[src/rtl/pipe_hazard_scoreboard.sv]
// pipe_hazard_scoreboard
// Hazard and forwarding unit for the 5-stage core. It tracks in-flight
// register writes in the STAGES stages after ID and produces:
//   - per-operand forwarding selects (0 = regfile, k = result of stage k),
//   - a one-cycle load-use stall,
//   - a saturating count of stall cycles.
// Optional feature: define HAZARD_R0_HARDWIRED_EN to make register 0 a
// hardwired zero that never matches. Without it, R0 is tracked like any
// other register.
module pipe_hazard_scoreboard #(
    parameter int ADDR_W = 3,
    parameter int STAGES = 3,
    parameter int SEL_W  = 2,
    parameter int CNT_W  = 16
) (
    input  logic              clk,
    input  logic              reset,
    input  logic              id_valid,
    input  logic [ADDR_W-1:0] id_src_a,
    input  logic              id_src_a_used,
    input  logic [ADDR_W-1:0] id_src_b,
    input  logic              id_src_b_used,
    input  logic [ADDR_W-1:0] id_dst,
    input  logic              id_reg_write,
    input  logic              id_is_load,
    input  logic              ex_flush,
    output logic              stall,
    output logic [SEL_W-1:0]  fwd_sel_a,
    output logic [SEL_W-1:0]  fwd_sel_b,
    output logic [CNT_W-1:0]  stall_count
);

    // Tracked entries; index 1 is EX, index STAGES is the oldest.
    logic [STAGES:1]   ent_valid;
    logic [STAGES:1]   ent_wr;
    logic [ADDR_W-1:0] ent_dst [1:STAGES];
    // Only the EX entry's load flag is ever consulted: a load that has
    // reached MEM or later has its data and forwards normally.
    logic              ex_load;

    logic [STAGES:1]   match_a;
    logic [STAGES:1]   match_b;
    logic              issue;

    // An instruction enters EX only if it is real, not held and not killed.
    assign issue = id_valid && !stall && !ex_flush;

    // Per-stage producer match for each source operand.
    always_comb begin
        match_a = '0;
        match_b = '0;
        for (int k = 1; k <= STAGES; k++) begin
            match_a[k] = ent_valid[k] && ent_wr[k] && id_src_a_used
                         && (ent_dst[k] == id_src_a);
            match_b[k] = ent_valid[k] && ent_wr[k] && id_src_b_used
                         && (ent_dst[k] == id_src_b);
`ifdef HAZARD_R0_HARDWIRED_EN
            if (ent_dst[k] == '0) begin
                match_a[k] = 1'b0;
                match_b[k] = 1'b0;
            end
`endif
        end
    end

    // Forward from the youngest matching producer; scanning oldest-first
    // lets the lowest stage number overwrite any older match.
    always_comb begin
        fwd_sel_a = '0;
        fwd_sel_b = '0;
        for (int k = STAGES; k >= 1; k--) begin
            if (match_a[k]) fwd_sel_a = SEL_W'(k);
            if (match_b[k]) fwd_sel_b = SEL_W'(k);
        end
    end

    // Load-use stall: a load in EX cannot forward to the ID instruction.
    // A taken branch/jump kills ID anyway, so flush suppresses the stall.
    always_comb begin
        stall = id_valid && !ex_flush && ex_load && ent_valid[1]
                && (match_a[1] || match_b[1]);
    end

    // Valid bits: load EX from ID (or a bubble), shift the rest down;
    // a flush turns the killed EX instruction into a bubble in MEM.
    always_ff @(posedge clk) begin
        if (!reset) begin
            ent_valid <= '0;
        end else begin
            ent_valid[1] <= issue;
            for (int k = 2; k <= STAGES; k++) begin
                ent_valid[k] <= ent_valid[k-1];
            end
            if (ex_flush) begin
                ent_valid[2] <= 1'b0;
            end
        end
    end

    // Entry payload shifts alongside the valid bits.
    // NOTE: the payload has no reset; it is only ever read qualified by
    // ent_valid, which is cleared, so resetting it would buy nothing.
    always_ff @(posedge clk) begin
        ent_dst[1] <= id_dst;
        ent_wr[1]  <= id_reg_write;
        ex_load    <= id_is_load;
        for (int k = 2; k <= STAGES; k++) begin
            ent_dst[k] <= ent_dst[k-1];
            ent_wr[k]  <= ent_wr[k-1];
        end
    end

    // Count stall cycles, holding at the all-ones maximum.
    always_ff @(posedge clk) begin
        if (!reset) begin
            stall_count <= '0;
        end else if (stall && (stall_count != '1)) begin
            stall_count <= stall_count + CNT_W'(1);
        end
    end

endmodule

[config.mk]
export PLATFORM = sky130hd
export DESIGN_NAME = pipe_hazard_scoreboard
export DESIGN_NICKNAME = d
export VERILOG_FILES = /design/src/rtl/pipe_hazard_scoreboard.sv
export SDC_FILE = /design/constraint.sdc
export NUM_CORES = 1
export LEC_CHECK = 0
export CAP_MARGIN = 10
export CORE_MARGIN = 2
export CORE_UTILIZATION = 50
export DETAILED_ROUTE_END_ITERATION = 16
export GPL_ROUTABILITY_DRIVEN = 0
export PLACE_DENSITY_LB_ADDON = 0.12
export SLEW_MARGIN = 20
export SYNTH_ARGS = -nofsm -noshare
export SYNTH_HDL_FRONTEND = slang
export SYNTH_SLANG_ARGS = --single-unit
[constraint.sdc]
create_clock -name clk -period 4.9 [get_ports clk]
set_input_delay 1.47 -clock clk [delete_from_list [all_inputs] [get_ports clk]]
set_output_delay 1.47 -clock clk [all_outputs]
set_load 0.03 [all_outputs]
## Word-level counts from Yosys, hierarchy flattened

Memories as Yosys holds them, arrays and structs flattened.
Index checks and enable logic that the tools add are counted.

- Eq/ne operators: 7
- Add/subtract/negate cells: 1
- Multiplexer cells: 6
- Reduce and logical (&&, ||, !) cells: 26
- Bitwise logic cells: 1

Operators by type and width:

| kind | number |
|---|---|
| $logic_and 1x1->1 | 22 |
| $eq 3x3->1 | 6 |
| $add 16x1->16 const B | 1 |
| $ne 16x16->1 const B | 1 |
| $mux 2 | 6 |
| $logic_not 1->1 | 2 |
| $reduce_or 2->1 | 1 |
| $logic_or 1x1->1 | 1 |
| $not 1->1 | 1 |

- Register bits: 23
- Bits in writable memories: 9
- Memories kept: 1
- Input bits: 17

Memory list:

| name | words | bits a word | rd ports | clocked after memory_dff | write ports | RTL line | source |
|---|---|---|---|---|---|---|---|
| ent_dst | 3 | 3 | 3 | 0 | 3 | 36 | `logic [ADDR_W-1:0] ent_dst [1:STAGES];` |

## Logic depth before layout (Yosys ltp)

Gate-level depths: netlist of the first run.

- Depth after elaboration: 8
- Depth in mapped cells: 7
- Depth with buffers taken out: 6

## Worst setup path after synthesis of the first run

Ideal clock, no wire load.

- Path kind: in2out
- From: input id_src_b[2]
- To: output fwd_sel_b[0]
- Data arrival time: 2849 ps
- Path slack: 581 ps
- Cell stages on the path: 3
- Buffers on the path: 0
- Cells stage by stage: xor2_1 or4_1 o21ai_0

- Cells in the longest elaborated chain, start to end: 5

RTL lines:

| item | RTL line | source |
|---|---|---|
| start: declaration | 21 | `input logic [ADDR_W-1:0] id_src_b,` |
| $eq 3x3->1 | 56 | `&& (ent_dst[k] == id_src_b);` |
| $logic_and 1x1->1 | 56 |  |
| $mux 2 (2 in series) | 73 | `if (match_b[k]) fwd_sel_b = SEL_W'(k);` |
| $mux 2 (*) | 73 |  |
| end: declaration | 29 | `output logic [SEL_W-1:0] fwd_sel_b,` |

Every way passes the cells marked *; elsewhere a longest branch is shown, timed or not.

## Final worst setup path of the first run

Ends and elaborated chain as after synthesis.

==> impl_metrics.csv, run 1 <==
group,metric,value,unit
synth,synth_compound_area_frac,0.121,
placed_design,io_buffers,37,
synth,synthSimpleGateAreaFrac,0.264,
clocking,cts-root-buf,"clkbuf_4",
synth,syn_avg_cell_area,9.76,sq um
worst_setup_path,startpoint,"id_src_b[2]",
synth,yosysWarnings,0,
synth,yosysTopAreaCell,"dfxtp_1",
synth,synth_top_area_frac,0.421,
synth,synth_area,0.00152,sq mm
clocking,cts_resized,0,
floorplanning,row_count,20,
floorplanning,die_area,0.00350,sq mm
synth,ys.flop_type,"dfxtp_1",
synth,yosys-mux-area-fraction,0.0394,
synth,synth_top_family_by_area,"simple AND/OR/NAND/NOR gates",
floorplanning,core,0.00298,sq mm
global_routing,grt_pass1_wl,5630,um
detailed_routing,totalWireLength,3280,um
synth,synthTopCellsByArea,"dfxtp_1 42%, xor2_1 9.2%, mux2i_1 3.9%, a2111oi_4 3.6%, or4_1 3.5%",
global_routing,antenna_found_initial,0,
sta,max_freq,219,MHz
floorplanning,ios,38,
sta,rsz0062_at_grt,"false",
finish,regArea,641,sq um
synth,ys_seq_area_frac,0.421,
synth,synth_most_common_cell,"dfxtp_1",
detailed_routing,via_per_inst,5.67,
global_routing,grt_usage,0.212,
worst_setup_path,critical-path-max-stage-delay,550,ps
placed_design,dp_cells,222,
worst_setup_path,cp-end-kind,"output pin",
finish,multi_input_area,842,sq um
sta,worstMarginPinSlew,501,ps
detailed_routing,wl_per_cell,14.3,um
sta,finalSetupTns,0,ps
min_path,min_path_type,"reg -> reg",
synth,synth-async-reset-ratio,0,
finish,num_antenna_cells,0,
floorplanning,dieWidth,59.2,um
detailed_routing,drt_iter0_drc,49,
worst_setup_path,crit_family,"buffers and inverters",
finish,fin_nets,214,
floorplanning,fp.dieH,59.2,um
clocking,cts-htree-levels,2,
global_routing,grt_pass1_vias,1282,
global_routing,overflow,0,
detailed_routing,drc,0,
detailed_routing,via_count,1303,
clocking,holdBufCountCts,0,
worst_setup_path,path_class,"in -> out",
synth,synth_edf_count,0,
worst_setup_path,worstPathCellList,"clkdlybuf4s50_1 > xor2_1 > or4_1 > o21ai_0 > buf_4",
synth,synth_cell_types,41,
worst_setup_path,arrival,3100,ps
worst_setup_path,critPathCapture,"fwd_sel_b[0]",
global_routing,grt_max_degree,18,
detailed_routing,drt-pass1-iter-count,4,
worst_setup_path,critPathRequiredTime,3430,ps
finish,drive_gt1_frac,0.112,
worst_setup_path,cp_num_buf_inv,2,
synth,yosys-top-cells-count,"32 x dfxtp_1, 16 x xor2_1, 12 x nand2_1",
power,leakagePower,0.689,nW
detailed_routing,ant_nets,0,
status,status,"complete, no violations",
worst_setup_path,r2r-end,"stall_count[5]",
finish,syn2layout_area_growth,29.8,%
clocking,path_clk_slew,90,ps
clocking,cts_buffers,5,
sta,finalHoldViolCount,0,
power,irDropWorstVdd,0.133,mV
worst_setup_path,r2r_start,"ent_dst[0][5]",
sta,period_minus_slack,4570,ps
worst_setup_path,rrSetupSlack,2850,ps
sta,slew_viol_final,0,
worst_setup_path,cp.depth,5,
worst_setup_path,cp-start-kind,"primary input",
synth,synth_fa_ha_area_frac,0.00822,
clocking,cts_sinks,32,
synth,synth.ff_latch_count,32,
worst_setup_path,cp_max_fo,3,
sta,slew_headroom,0.665,
sta,min_period_over_period,0.933,
sta,finClkSkew,10.8,ps
synth,synthCells,156,
job,cap_violations,0,
synth,synth_fp_nets,174,
power,power.density,254,mW/mm^2
clocking,postCtsSetupBuffers,0,
power,p_total,0.502,mW
placed_design,dp_hpwl,2440,um
synth,synth_xor_area_frac,0.121,
clocking,tritoncts,"yes",
finish,fillCellCount,251,
sta,finalSetupViolCount,0,
worst_setup_path,reg2reg_depth,6,
worst_setup_path,crit_slowest_cell,"or4_1",
finish,finish.utilization,0.664,
clocking,cts_buffer_depth,2,
clocking,clock_latency,330,ps
floorplanning,start_util,0.511,
finish,finalNonFillerCells,230,
sta,holdWs,376,ps
state kept, by name (all words and copies together) (netlist names):
name / count
ent_wr: 3
ex_load: 1
ent_dst: 9
stall_count: 16
ent_valid: 3
report_power, final:
part           switching, mW  leakage (nW)  internal, mW  total (mW)
Sequential           0.00522         0.263         0.266       0.271
Clock                 0.0877        0.0422         0.107       0.195
Combinational         0.0168         0.384        0.0194      0.0362
Total                  0.110         0.689         0.393       0.502
through the flow:
step	area [sq um]	worst slack (ps)
4_1_cts	1980	359
5_1_grt	1980	258
6_report	1980	329
2_1_floorplan	1520	581
3_3_place_gp	1900	406
3_5_place_dp	1900	364
cells by family (layout without fill, tap and decap cells):
logic type | after synthesis | count (layout)
AOI/OAI and AO/OA | 22 | 22
DFF | 32 | 32
and+or+nand+nor | 66 | 66
xor gates and xnor gates | 21 | 21
buffers and inverters | 8 | 49
adders and majority gates | 1 | 1
muxes | 6 | 6
worst min path at each step:
| stage | start | endpoint | cells after the start |
|---|---|---|---|
| floorplan | ent_wr[1] | ent_wr[2] | 0 |
| global placement | ent_wr[2] | ent_wr[3] | 0 |
| detailed placement | ent_wr[1] | ent_wr[2] | 0 |
| CTS | ent_wr[2] | ent_wr[3] | 0 |
| global route | ent_wr[2] | ent_wr[3] | 0 |
| finish | ent_wr[2] | ent_wr[3] | 0 |
cell usage in the layout (no fill, tap or decap), types with 2 or more instances in the layout:
cell              n
dfxtp_1          32
clkdlybuf4s50_1  32
xor2_1           16
nand2_1          12
nand3_1           9
nor2_1            8
or4_1             7
a21oi_1           7
nand4_1           6
mux2i_1           6
buf_4             6
xnor2_1           5
o31ai_1           5
clkbuf_4          5
o21ai_0           3
nand2b_1          3
nor3_1            2
or4_4             2
nor4_1            2
or3_1             2
inv_1             2
and2_1            2
a2111oi_4         2
nor3b_1           2
worst reg2reg max path: cells and delay by family (launching register included):
family,cells,cell delay (ps)
flops,1,360
compound gates,2,320
buf+inv,1,210
xor+xnor,1,180
simple gates,2,910
final cells by class:
type / instances / share of cell area
Multi-Input combinational cell: 116 / 0.426
Tap cell: 33 / 0.0209
Sequential cell: 32 / 0.324
Inverter: 3 / 0.00570
Timing Repair Buffer: 38 / 0.185
Clock buffer: 6 / 0.0209
Clock inverter: 2 / 0.0177
per-layer routing:
metal,global-route usage,part of all wire,vias up
met4,0.0747,0.013,0
met2,0.347,0.49,40
met1,0.261,0.45,603
met5,0,0,-
met3,0.0655,0.050,6
li1,-,-,654
Power figures use the tool's default switching activity.
==> inputs of run 2 (changes only) <==
Settings changed: CORE_UTILIZATION 50 to 43.
Clock period 4.9 ns to 4 ns, I/O delays scaled along.
==> impl_metrics.csv, run 2 (synthesis results as in run 1) <==
group,metric,value,unit
status,status,"complete, no violations",
worst_setup_path,crit_family,"buffers and inverters",
power,p_total,0.613,mW
placed_design,dp_hpwl,2580,um
worst_setup_path,cp_num_buf_inv,2,
global_routing,overflow,0,
clocking,path_clk_slew,90,ps
sta,max_freq,253,MHz
placed_design,io_buffers,37,
finish,largest_register,"stall_count",
detailed_routing,via_count,1330,
worst_setup_path,arrival,2750,ps
min_path,min_path_type,"reg -> reg",
worst_setup_path,crit_slowest_cell,"or4_1",
power,power.switching,0.132,mW
power,power_frac_clock,0.384,
floorplanning,row_count,21,
floorplanning,start_util,0.453,
finish,fin_nets,218,
detailed_routing,wl_met3,183,um
detailed_routing,topRoutingLayerUsed,"met4",
detailed_routing,drt-pass1-iter-count,4,
clocking,cts_resized,0,
finish,finalNonFillerCells,247,
floorplanning,fp.dieH,63.5,um
detailed_routing,drt_iter0_drc,30,
sta,rsz0062_at_grt,"false",
min_path,hold_depth,0,
power,leakagePower,0.736,nW
clocking,tritoncts,"yes",
floorplanning,ios,38,
finish,syn2layout_area_growth,33.8,%
finish,layout_commonest_cell,"dfxtp_1",
worst_setup_path,rrSetupSlack,1930,ps
finish,final_cell_area,0.00204,sq mm
worst_setup_path,path_class,"in -> out",
sta,finClkSkew,6.05,ps
min_path,min_from,"ent_wr[2]",
worst_setup_path,r2r_start,"ent_dst[0][5]",
clocking,cts-root-buf,"clkbuf_4",
clocking,cts_sinks,32,
floorplanning,die_area,0.00403,sq mm
power,internal_power,0.481,mW
global_routing,grt_max_degree,18,
clocking,cts-htree-levels,2,
clocking,postCtsSetupBuffers,0,
min_path,min_to,"ent_wr[3]",
power,irDropWorstVdd,0.233,mV
global_routing,grt_pass1_wl,5840,um
clocking,cts_buffer_depth,2,
finish,drive_gt1_frac,0.134,
detailed_routing,met1_length,1440,um
global_routing,grt_usage,0.186,
job,cap_violations,0,
detailed_routing,wl_per_cell,13.7,um
sta,finalSetupTns,0,ps
sta,finalSetupViolCount,0,
detailed_routing,wl_met2,1710,um
finish,num_antenna_cells,0,
worst_setup_path,r2r-end,"stall_count[3]",
detailed_routing,ant_nets,0,
worst_setup_path,reg2reg_depth,6,
finish,largest_register_ffs,16,
worst_setup_path,cp-start-kind,"primary input",
global_routing,grt_pass1_vias,1337,
worst_setup_path,critical-path-max-stage-delay,520,ps
global_routing,antenna_found_initial,0,
sta,finalHoldViolCount,0,
power,comb_power_share,0.073,
sta,slew_headroom,0.712,
worst_setup_path,worstPathCellList,"clkdlybuf4s50_1 > xor2_1 > or4_1 > o21ai_0 > buf_4",
placed_design,placed_area,0.00195,sq mm
finish,largest_registers,"stall_count (16), ent_dst (9)",
clocking,holdBufCountCts,0,
sta,min_period_over_period,0.987,
clocking,clock_latency,330,ps
worst_setup_path,cp-end-kind,"output pin",
worst_setup_path,cp_max_fo,3,
worst_setup_path,critPathRequiredTime,2800,ps
power,p_seq_frac,0.543,
sta,worstMarginPinSlew,432,ps
power,power.density,301,mW/mm^2
placed_design,dp_cells,239,
detailed_routing,drc,0,
clocking,cts_buffers,5,
sta,slew_viol_final,0,
floorplanning,core,0.00336,sq mm
power,p_sw_frac,0.215,
floorplanning,dieWidth,63.5,um
finish,final_cell_mix,"32 x dfxtp_1, 29 x clkdlybuf4s50_1, 16 x xor2_1",
sta,period_minus_slack,3950,ps
detailed_routing,totalWireLength,3390,um
detailed_routing,via_per_inst,5.38,
## run 2: changes by cell type in the layout (fill, tap and decap cells not counted)
cell             delta
buf_4               +4
clkdlybuf4s50_1     -3
dlymetal6s2s_1      +3
nor4_1              -1
nor4_2              +1
o21ai_0             -1
o21ai_1             +1
## run 2: layout make-up
| class | instances | area (sq um) |
|---|---|---|
| clock buffers | 6 | 41.3 |
| flip-flops and latches | 32 | 641 |
| well taps | 46 | 57.6 |
| fillers | 331 | 1330 |
| inverters | 3 | 11.3 |
| multi-input cells | 116 | 848 |
| clock inverters | 2 | 35.0 |
| repair buffers | 42 | 403 |
## run 2: how the worst max path moves through the flow
stage	end	cells after the start	from
3_5_place_dp	fwd_sel_a[0]	5	id_src_a[2]
3_3_place_gp	fwd_sel_b[0]	5	id_src_b[2]
6_report	fwd_sel_b[0]	5	id_src_b[1]
2_1_floorplan	fwd_sel_b[0]	3	id_src_b[2]
4_1_cts	fwd_sel_a[0]	5	id_src_a[2]
5_1_grt	fwd_sel_b[0]	5	id_src_b[1]
## run 2: worst register-to-register path: cells and delay by family, from the launching register on
kind	cells	cell delay, ps
AND/OR/NAND/NOR	2	910
flip-flops	1	360
AO/OA/AOI/OAI	2	330
buffers and inverters	1	210
XOR/XNOR	1	180
## run 2: metrics by stage
step           hold slack [ps]  worst slack [ps]   util
6_report                   383              51.6  0.606
5_1_grt                    394              13.3  0.606
4_1_cts                    385              16.6  0.602
3_5_place_dp               372              24.7  0.579
3_3_place_gp               365              62.9  0.579
2_1_floorplan              350               221      -
## run 2: routing by layer
metal | up-vias | global-route usage
met1 | 616 | 0.198
met4 | 0 | 0.0734
li1 | 669 | -
met5 | - | 0
met3 | 6 | 0.0571
met2 | 39 | 0.338
## run 2: power groups by stage
stage / clock (mW) / sequential (mW) / combinational, mW
floorplan: 0 / 0.338 / 0.0201
global placement: 0 / 0.340 / 0.0434
detailed placement: 0 / 0.341 / 0.0441
CTS: 0.244 / 0.333 / 0.0446
global route: 0.261 / 0.334 / 0.0486
finish: 0.236 / 0.333 / 0.0447
